`src/rtl/irq_controller_if.sv`:
```
// Signal bundle between irq_controller (slave) and the core/trap logic (master).
interface irq_controller_if #(
  parameter int unsigned NUM_SRC = 4
);
  logic [NUM_SRC-1:0] irq_in;
  logic [NUM_SRC-1:0] irq_en;
  logic [31:0]        pc_address;
  logic               trap_ack;
  logic               mret;
  logic               trap_req;
  logic [31:0]        trap_vector;
  logic [3:0]         trap_cause;
  logic [31:0]        mepc;
  logic               in_handler;

  modport master (
    output irq_in, irq_en, pc_address, trap_ack, mret,
    input  trap_req, trap_vector, trap_cause, mepc, in_handler
  );

  modport slave (
    input  irq_in, irq_en, pc_address, trap_ack, mret,
    output trap_req, trap_vector, trap_cause, mepc, in_handler
  );
endinterface

```
`src/rtl/irq_controller.sv`:
```
// Edge-triggered interrupt controller: lowest-index priority, single trap in flight.
// Define IRQ_VECTORED_EN for vectored mode (MTVEC_BASE + 4*cause); otherwise direct mode.
module irq_controller #(
  parameter int unsigned NUM_SRC    = 4,
  parameter logic [31:0] MTVEC_BASE = 32'h1000
) (
  input logic             clk,
  input logic             rst,
  irq_controller_if.slave bus
);

  typedef enum logic [1:0] {IDLE, REQ, HANDLER} state_e;

  state_e             state_q, state_d;
  logic [NUM_SRC-1:0] irq_q;
  logic [NUM_SRC-1:0] pending_q, pending_d;
  logic [NUM_SRC-1:0] rise, active, clr;
  logic [3:0]         cause_q, cause_d, lowest;
  logic [31:0]        vector_q, vector_d;
  logic [31:0]        mepc_q, mepc_d;
  logic               found;

  assign rise   = bus.irq_in & ~irq_q;
  assign active = pending_q & bus.irq_en;

  always_comb begin
    lowest = '0;
    found  = 1'b0;
    for (int unsigned i = 0; i < NUM_SRC; i++) begin
      if (active[i] && !found) begin
        lowest = 4'(i);
        found  = 1'b1;
      end
    end
  end

  always_comb begin
    state_d  = state_q;
    cause_d  = cause_q;
    vector_d = vector_q;
    mepc_d   = mepc_q;
    clr      = '0;
    unique case (state_q)
      IDLE: begin
        if (found) begin
          state_d = REQ;
          cause_d = lowest;
          mepc_d  = bus.pc_address;
`ifdef IRQ_VECTORED_EN
          vector_d = MTVEC_BASE + {26'b0, lowest, 2'b00};
`else
          vector_d = MTVEC_BASE;
`endif
        end
      end
      REQ: begin
        if (bus.trap_ack) begin
          state_d = HANDLER;
          for (int unsigned i = 0; i < NUM_SRC; i++) begin
            clr[i] = (cause_q == 4'(i));
          end
        end
      end
      HANDLER: begin
        if (bus.mret) state_d = IDLE;
      end
      default: state_d = IDLE;
    endcase
    // A fresh edge on the source being acknowledged re-arms it in the same cycle.
    pending_d = (pending_q & ~clr) | rise;
  end

  always_ff @(posedge clk or posedge rst) begin
    if (rst) begin
      state_q   <= IDLE;
      irq_q     <= '0;
      pending_q <= '0;
      cause_q   <= '0;
      vector_q  <= '0;
      mepc_q    <= '0;
    end else begin
      state_q   <= state_d;
      irq_q     <= bus.irq_in;
      pending_q <= pending_d;
      cause_q   <= cause_d;
      vector_q  <= vector_d;
      mepc_q    <= mepc_d;
    end
  end

  assign bus.trap_req    = (state_q == REQ);
  assign bus.in_handler  = (state_q == HANDLER);
  assign bus.trap_cause  = cause_q;
  assign bus.trap_vector = vector_q;
  assign bus.mepc        = mepc_q;

endmodule

```
`src/flat_wrapper.sv`:
```
// flat-port wrapper written by rule: the top's interface ports become plain ports
module irq_controller_flat 
#(
  parameter int unsigned NUM_SRC    = 4,
  parameter logic [31:0] MTVEC_BASE = 32'h1000
)
  (clk, rst, bus_irq_in, bus_irq_en, bus_pc_address, bus_trap_ack, bus_mret, bus_trap_req, bus_trap_vector, bus_trap_cause, bus_mepc, bus_in_handler);
  irq_controller_if #(.NUM_SRC(NUM_SRC)) bus_i ();
  input logic clk;
  input logic rst;
  input wire logic [$bits(bus_i.irq_in)-1:0] bus_irq_in;
  input wire logic [$bits(bus_i.irq_en)-1:0] bus_irq_en;
  input wire logic [$bits(bus_i.pc_address)-1:0] bus_pc_address;
  input wire logic [$bits(bus_i.trap_ack)-1:0] bus_trap_ack;
  input wire logic [$bits(bus_i.mret)-1:0] bus_mret;
  output wire logic [$bits(bus_i.trap_req)-1:0] bus_trap_req;
  output wire logic [$bits(bus_i.trap_vector)-1:0] bus_trap_vector;
  output wire logic [$bits(bus_i.trap_cause)-1:0] bus_trap_cause;
  output wire logic [$bits(bus_i.mepc)-1:0] bus_mepc;
  output wire logic [$bits(bus_i.in_handler)-1:0] bus_in_handler;
  assign bus_i.irq_in = bus_irq_in;
  assign bus_i.irq_en = bus_irq_en;
  assign bus_i.pc_address = bus_pc_address;
  assign bus_i.trap_ack = bus_trap_ack;
  assign bus_i.mret = bus_mret;
  assign bus_trap_req = bus_i.trap_req;
  assign bus_trap_vector = bus_i.trap_vector;
  assign bus_trap_cause = bus_i.trap_cause;
  assign bus_mepc = bus_i.mepc;
  assign bus_in_handler = bus_i.in_handler;
  irq_controller #(.NUM_SRC(NUM_SRC), .MTVEC_BASE(MTVEC_BASE)) u_core (.clk(clk), .rst(rst), .bus(bus_i));
endmodule
```
`config.mk`:
```
export PLATFORM = sky130hd
export DESIGN_NAME = irq_controller_flat
export DESIGN_NICKNAME = d
export VERILOG_FILES = /design/src/rtl/irq_controller_if.sv /design/src/rtl/irq_controller.sv /design/src/flat_wrapper.sv
export SDC_FILE = /design/constraint.sdc
export NUM_CORES = 1
export LEC_CHECK = 0
export CAP_MARGIN = 40
export CORE_UTILIZATION = 35
export DETAILED_ROUTE_END_ITERATION = 10
export PLACE_DENSITY_LB_ADDON = 0.15
export SYNTH_ARGS = -nofsm -noshare
export SYNTH_HDL_FRONTEND = slang
export SYNTH_SLANG_ARGS = --single-unit
```
`constraint.sdc`:
```
create_clock -name clk -period 1.5 [get_ports clk]
set_input_delay 0.15 -clock clk [delete_from_list [all_inputs] [get_ports clk]]
set_output_delay 0.15 -clock clk [all_outputs]
set_load 0.05 [all_outputs]
```
==> impl_metrics.toml <==
[yosys]
synthCells = 151
avgSynthCellArea_sq_um = 14.1
synthDistinctLibCells = 21
synth_area_sq_um = 2120
yosysWarningCount = 0
synth_seq_cells = 45
ys_seq_area_frac = 0.531

[placement]
dp_slack_ns = -0.361
gp_congestion = 0.741
dpl.hpwl_mm = 2.91
port_buffers = 80

[timing]
hold_viol_final = 0
finalMaxSlewViolations = 0
skew_ns = 0.00715
rsz0062_at_grt = "true"
finalCritPeriodShare = 1.01
fin_hold_ws_ns = 0.101
final-setup-viol-count = 2
fmax_mhz = 658
worst_slack_ns = -0.0208
layout_min_cycle_time_ns = 1.52

[clocking]
cts_max_level = 2
cts_made_buffers = 5
clkSinkCount = 45
cts_root_buffer = "clkbuf_8"
cts_hold_buf = 0
cts_tree = "yes"
insertion_delay_ns = 0.30
clkTransAtPathRegs_ns = 0.09
clock_path_buffers = 2

[finish]
nFillCells = 508
final_cell_mix = "dfrtp_1 (45), clkdlybuf4s50_1 (43), buf_4 (42)"
layout_commonest_cell = "dfrtp_1"
num_antenna_cells = 0
nets = 287
drive_above_1_share = 0.385
area_growth_pct = 40.9

[detailed_routing]
routed-via-count = 1336
drtPass1Iterations = 4
final_antenna_net_count = 0
drt_iter0_drc = 47
routedWlPerCell_um = 12.7
wl_mm = 4.00
viasPerCell = 4.23
drc = 0

[die]
die_h_um = 79.9
io_pins = 114
row_count = 27
dieArea_sq_um = 6380
die_w_um = 79.9
core_sq_um = 5680
initial_core_util = 0.374

[worst_setup_path]
worstPathMaxFanout = 18
worstPathRequired_ns = 1.69
cp.arrival_ns = 1.71
worst-r2r-setup-slack_ns = -0.02
worst-setup-path-type = "reg2reg"
worstSetupStartpointType = "flop"
timing.rr.end = "u_core.bus.mepc[20]"
r2r_cells = 5
cp-end-kind = "flop"
reg2reg_from = "u_core.pending_q[3]"

[global_route]
grtUsageTotal = 0.132
grt_pass1_vias = 1316
grt_max_degree = 36
grt_pass1_wl_mm = 6.32
overflow = 0
antenna_found_initial = 0

[power_and_ir_drop]
irDropWorstVdd_mv = 1.14
p_leak_nw = 1.46
powerDensity_nw_per_um2 = 2720
power_mw = 8.14

[status]
failed_checks = "negative setup slack"
status = "complete, but fails checks"

[flow_run]
drv_cap = 0

[worst_hold_path]
min_path_type = "in2async"
per-layer routing:
layer,routed length (um),part of all wire,up-vias,track usage
li1,-,-,626,-
met1,1800,0.45,633,0.178
met2,1780,0.45,71,0.194
met3,387,0.097,6,0.0480
met4,31,0.0077,0,0.0429
met5,0,0,-,0
timing repair:
action                                  in CTS  in global routing
endpoints found under the setup margin      33                 33
resized for setup                            2                  2
setup buffers                                1                  1
pin swaps                                    2                  1
through the flow:
| step | cell area [sq um] | utilization | setup TNS, ns | instances |
|---|---|---|---|---|
| global placement | 2850 | 0.502 | -10.27 | 306 |
| finish | 2990 | 0.527 | -0.0358 | 316 |
| floorplan | 2240 | - | 0 | 183 |
| global route | 2990 | 0.527 | -1.70 | 316 |
| detailed placement | 2850 | 0.502 | -10.28 | 306 |
| CTS | 2980 | 0.524 | -0.430 | 315 |
area by class of cell:
cell class / instances / area, sq um / area share
multi-input combinational: 93 / 782 / 0.262
clock buffer: 5 / 68.8 / 0.0230
inverter: 8 / 30.0 / 0.0100
clock inverter: 3 / 46.3 / 0.0155
tap: 72 / 90.1 / 0.0301
sequential: 45 / 1130 / 0.377
timing repair buffer: 90 / 846 / 0.283
state kept, by name, indices dropped and copies added (netlist names):
signal and flops:
u_core.bus.mepc 32, u_core.bus.trap_cause 2, u_core.bus.trap_vector 1, u_core.irq_q 4
u_core.pending_q 4, u_core.state_q 2
cells by family (layout without fill, tap and decap cells):
group | count (synthesis) | in the layout | share of synthesized area
compound gates | 13 | 13 | 0.0436
other cells | 1 | 33 | 0.00177
simple gates | 14 | 14 | 0.0330
flops | 45 | 45 | 0.531
mux | 33 | 33 | 0.226
buf+inv | 45 | 106 | 0.165
cell usage after synthesis, drive strengths merged:
cell	instances	share of area
dfrtp	45	0.53
buf	37	0.15
mux2	33	0.23
inv	8	0.014
nand2	6	0.011
o21ai	6	0.014
a211oi	2	0.012
a21o	2	0.0071
nor2	2	0.0035
o31ai	2	0.0071
a21boi	1	0.0035
and2b	1	0.0035
and3b	1	0.0041
conb	1	0.0018
nand3	1	0.0024
nor2b	1	0.0029
or2	1	0.0029
or3	1	0.0029
worst max path at each step:
stage,start,endpoint,slack [ns],cells after the start
finish,u_core.pending_q[3],u_core.bus.mepc[20],-0.02,5
CTS,u_core.pending_q[0],u_core.bus.mepc[22],-0.05,5
detailed placement,bus_irq_en[2],u_core.bus.mepc[21],-0.36,6
floorplan,u_core.pending_q[2],u_core.bus.mepc[10],0.04,6
global placement,bus_irq_en[2],u_core.bus.mepc[20],-0.35,6
global route,u_core.pending_q[3],u_core.bus.mepc[20],-0.09,5
where the power goes:
part           total (mW)  internal (mW)  switching (mW)  leakage [nW]
Sequential           2.12           1.78           0.345         0.516
Clock               0.916          0.499           0.418        0.0543
Combinational        5.10           2.19            2.91         0.894
Total                8.14           4.47            3.67          1.46
worst max-delay path, cell delays in order (launching register included):
cell      delay (ns)
dfrtp_1         0.36
nand2_1         0.07
a211oi_2        0.26
or2_4           0.20
buf_12          0.18
mux2_2          0.34
Note: power is estimated with default switching activity, not from simulation.
